$ cat src/rtl/regheap_drain_64x16b.sv
// regheap_drain_64x16b: snapshots the 64x16b heap on acc_done, clears it, and streams the result as four 256-bit beats
module regheap_drain_64x16b #(
  parameter int LANES = 64,
  parameter int WORD_W = 16,
  parameter int BEAT_WORDS = 16
) (
  input  logic                      clk,
  input  logic                      rst,
  input  logic                      acc_done,
  input  logic [LANES*WORD_W-1:0]   heap_data,
  output logic                      heap_clr,
  output logic [BEAT_WORDS*WORD_W-1:0] out_data,
  output logic                      out_v,
  input  logic                      out_ready,
  output logic                      out_last,
  output logic                      busy,
  output logic                      overrun
);
  localparam int BEATS = LANES / BEAT_WORDS;
  localparam int OUT_W = BEAT_WORDS * WORD_W;
  localparam int CNT_W = $clog2(BEATS);
  typedef enum logic {IDLE, SEND} state_t;
  state_t state, state_n;
  logic [LANES*WORD_W-1:0] snapshot;
  logic [CNT_W-1:0] beat_cnt;
  logic take, fire;
  assign take = (state == IDLE) && acc_done;
  assign fire = out_v && out_ready;
  assign out_v = state == SEND;
  assign busy = state == SEND;
  assign out_last = out_v && (beat_cnt == CNT_W'(BEATS - 1));
  assign out_data = snapshot[int'(beat_cnt) * OUT_W +: OUT_W];
  always_comb begin
    state_n = state;
    state_n = (state == IDLE) ? (acc_done ? SEND : IDLE) : ((fire && out_last) ? IDLE : SEND);
  end
  // acc_done seen in SEND (including the final-beat cycle) is dropped and flagged
  always_ff @(posedge clk or posedge rst) begin
    if (rst) begin
      state <= IDLE;
      snapshot <= '0;
      beat_cnt <= '0;
      heap_clr <= 1'b0;
      overrun <= 1'b0;
    end else begin
      state <= state_n;
      heap_clr <= take;
      overrun <= busy && acc_done;
      if (take) snapshot <= heap_data;
      beat_cnt <= (state == IDLE) ? '0 : fire ? beat_cnt + 1'b1 : beat_cnt;
    end
  end
endmodule

$ cat config.mk
export PLATFORM = sky130hd
export DESIGN_NAME = regheap_drain_64x16b
export DESIGN_NICKNAME = d
export VERILOG_FILES = /design/src/rtl/regheap_drain_64x16b.sv
export SDC_FILE = /design/constraint.sdc
export NUM_CORES = 2
export LEC_CHECK = 0
export BUFFER_PORTS_ARGS = -buffer_cell sky130_fd_sc_hd__buf_2
export CORE_AREA = 5 5 499 501
export DETAILED_ROUTE_END_ITERATION = 8
export DIE_AREA = 0 0 504 506
export PLACE_DENSITY = 0.34
export SYNTH_ARGS = -nofsm -noshare
export SYNTH_HDL_FRONTEND = slang
export SYNTH_SLANG_ARGS = --single-unit
$ cat constraint.sdc
create_clock -name clk -period 47.6 [get_ports clk]
set_clock_uncertainty 0.05 [all_clocks]
set_input_delay 7.14 -clock clk [delete_from_list [all_inputs] [get_ports clk]]
set_output_delay 7.14 -clock clk [all_outputs]
set_load 0.005 [all_outputs]
After elaboration in Yosys (flattened, before gate mapping)
Index checks and enable logic that the tools add are counted.

storage, ports and cells
  flip-flop bits (word level) = 1,029
  input port bits = 1,028
  output and inout bits = 261
  logic and storage cells = 20

operators by class
  add/sub/neg operators = 1
  equal/unequal tests = 2
  shift-type cells = 1
  mux-type cells = 5
  bitwise logic cells = 1
  reductions and logical operators = 5

operator list
  operator              number
  $shiftx 1024x11->256  1
  $logic_and 1x1->1     5
  $mux 2                2
  $mux 1                3
  $add 2x1->2 const B   1
  $eq 2x2->1 const B    1
  $ne 2x1->1 const B    1
  $not 1->1             1

Logic depth before layout (Yosys ltp)
  depth after elaboration = 5
  depth in mapped cells = 6
  depth with buffers taken out = 3

Worst setup path before layout
No wires, ideal clock.

  path kind = reg2out
  start = register beat_cnt[0]
  end = output port out_data[199]
  data arrival time = 1,422 ps
  required time = 40,410 ps
  slack = 38,988 ps
  stages on the path, launching flop included = 5
  buffers on the path = 3
  cells stage by stage = dfrtp_1 buf_2 buf_4 buf_2 mux4_2

between the ends
  cells in the longest elaborated chain, start to end = 1

RTL lines
  what                    line  source
  start, declared         25    logic [CNT_W-1:0] beat_cnt;
  start signal, assigned  50    beat_cnt <= (state == IDLE) ? '0 : fire ? beat_cnt + 1'b1 : beat_cnt;
  $shiftx 1024x11->256    32    assign out_data = snapshot[int'(beat_cnt) * OUT_W +: OUT_W];
  end, declared           12    output logic [BEAT_WORDS*WORD_W-1:0] out_data,

Every way passes these cells.

Final worst setup path
  start = register beat_cnt[0]
  end = output port out_data[105]

The elaborated chain is that of the path after synthesis.

==> results.cfg <==
[run_status]
status = complete, no violations

[place]
place_ws_ns = 34.48
io_buffers = 1288
dp.final_hpwl_um = 148000
post-place-cells = 6862
place_congestion = 0.825

[worst_setup_path]
startpoint_type = flop
critPathSlowestCell = buf_4
crit_buf_inv = 5
required_ns = 40.41
cpPeakStageDelay_ns = 0.84
crit_top_cell = buf_4
crit_family = buffers and inverters
path_class = flop to output port
endpoint_kind = output port
worstPathCellList = buf_4 > buf_4 > buf_4 > buf_4 > mux4_2 > buf_2
ff2ff_setup_slack_ns = 42.58
worstPathMaxFanout = 38
cp.arrival_ns = 5.63

[yosys]
synth-seq-cells = 1029
syn_nets = 3522
yosys_warnings = 0
avgSynthCellArea_um2 = 18.2
synthCells = 2493
synth.distinct_cells = 17
synthesis.area_um2 = 45300
seq_area_frac_synth_pct = 56.9

[clock_tree]
cts_tree = done
root_buffer = clkbuf_16
cts_sinks = 1029
htree_levels = 4
clk_latency_ns = 0.75
postCtsHoldBufs = 0
clkTransAtPathRegs_ns = 0.05
cts-buffers-inserted = 137
postCtsSetupBuffers = 0
cts_resized = 0
cts_buffer_depth = 3

[global_route]
grt_use_total_pct = 14.7
grt_overflow = 0
antenna_found_initial = 273
grt_pass1_wl_um = 265000
grt_max_degree = 147
grt_pass1_vias = 31000

[detailed_routing]
drc_errors = 0
drt_iter0_drc = 1384
ant_nets = 0
num_vias = 28600
first_pass_iters = 4
drt-wirelength-per-cell_um = 26.9
routed_via_density = 3.99
postRouteWirelength_um = 193000

[power]
total_power_w = 0.00436
seqPwrFrac_pct = 36.9
internal_power_w = 0.00291
p_leak_nw = 26.2
p_per_area_nw_per_um2 = 73.1
pwr-share-comb_pct = 39.1
p_clk_share_pct = 23.9
ir_drop_mv = 0.0307
sw_frac_of_total_pct = 33.2
power_switching_w = 0.00145

[timing]
slew_headroom_pct = 26.3
drv_slew = 0
rsz0062_at_grt = false
timing.final.crit_share_pct = 26.9
worst_pin_slew_ns = 1.11
finalSetupViolCount = 0
fmaxAchievable_mhz = 78.0
fin_crit_ns = 12.82
setup_tns_ns = 0
setup_ws_ns = 34.78
hold_viol_final = 0

[final_layout]
num-nets-final = 4810
synthToLayoutAreaGrowth_pct = 31.8
utilization_pct = 24.4
layout-drive-gt1-share_pct = 72.4
finalNonFillerCells = 7180

[die]
die_x_um = 504
rows = 182
core_um2 = 244000
die-area_um2 = 255000
die_y_um = 506
pin_count = 1289
initial_core_util_pct = 18.5

[worst_hold_path]
hold_class = flop to flop

[job]
max_cap_violations = 0
==> sequential cells by signal (all words and copies together) (netlist names) <==
register and flops:
snapshot 1024, beat_cnt 2, overrun 1, heap_clr 1, busy 1
==> power by group through the flow <==
stage	registers, W	clock network (W)	logic, W
floorplan	0.00149	0	0.00114
global placement	0.00164	0	0.00173
detailed placement	0.00164	0	0.00174
CTS	0.00162	0.00109	0.00175
global route	0.00166	0.00112	0.00184
finish	0.00161	0.00104	0.00170
==> synth_stat cells <==
cell	number	area share, %
a31oi_1	1	0.014
and2_1	3	0.041
buf_1	4	0.033
buf_2	58	0.64
buf_4	75	1.2
buf_6	29	0.72
clkbuf_1	7	0.058
dfrtp_1	1029	57
ha_1	1	0.028
inv_1	1	0.0083
mux2_2	775	19
mux2_4	249	8.3
mux2i_1	1	0.022
mux4_2	256	13
nor2_1	1	0.0083
nor2b_1	2	0.028
xor2_1	1	0.019
==> kinds of logic (layout without fill, tap and decap cells) <==
logic type                 Yosys count  count (layout)  synth area share, %
adders and majority gates            1               1               0.0276
buffers and inverters              174            1563                 2.71
DFF                               1029            1029                 56.9
xor gates and xnor gates             1               1               0.0193
muxes                             1281            1281                 40.3
AOI/OAI and AO/OA                    1               1               0.0138
and+or+nand+nor                      6               6               0.0774
other                                0              78                    0
==> through the flow <==
step	area, µm²	hold slack (ns)
after floorplan	45300	0.425
after global placement	54900	0.434
after detailed placement	54900	0.437
after CTS	59500	0.454
after global routing	59500	0.464
final	59700	0.449
==> final timing paths <==
check | start | end | cells after the start
worst max-delay path | beat_cnt[0]$_DFFE_PP0P_ | out_data[105] | 6
worst min-delay path | snapshot[139]$_DFFE_PP0P_ | snapshot[139]$_DFFE_PP0P_ | 1
worst max register to register | busy$_DFF_PP0_ | snapshot[376]$_DFFE_PP0P_ | 6
worst min register to register | snapshot[139]$_DFFE_PP0P_ | snapshot[139]$_DFFE_PP0P_ | 1
max in group asynchronous | rst | snapshot[401]$_DFFE_PP0P_ | 8
min in group asynchronous | rst | snapshot[65]$_DFFE_PP0P_ | 2
==> worst reg2reg max path: cells and delay by family (launching register included) <==
kind	cells	cell delay, ns
buf+inv	4	3.25
flops	1	0.57
mux	1	0.61
simple gates	1	0.44
==> cells in the final DEF (no fill, tap or decap) <==
cell type / n
inv_6: 3
mux2i_1: 1
a31oi_1: 1
mux4_2: 256
dfrtp_1: 1027
diode_2: 78
buf_12: 9
clkinv_8: 4
ha_1: 1
buf_4: 25
buf_2: 1288
clkinv_2: 16
nor2_1: 1
nor2b_4: 1
clkbuf_16: 138
clkinv_16: 7
and2_1: 3
mux2_4: 249
clkbuf_8: 31
dfrtp_4: 2
bufinv_16: 4
xor2_1: 1
mux2_2: 775
inv_16: 1
clkbuf_1: 36
inv_8: 1
nor2b_1: 1
==> final cells by class <==
type	instances	area (µm²)
clock inverter	35	522
multi-input combinational	1290	18300
sequential	1029	25800
antenna	78	195
tap	3220	4030
inverter	1	11.3
clock buffer	205	4020
fill	25700	185000
timing repair buffer	1322	6810
==> metal layers <==
metal	vias up	global-route usage, %	routed length (µm)
li1	12100	-	-
met1	14600	16.5	73300
met2	1219	25.2	93700
met3	555	7.48	20200
met4	192	2.75	5060
met5	-	0	1220
Note: power is estimated with default switching activity, not from simulation.
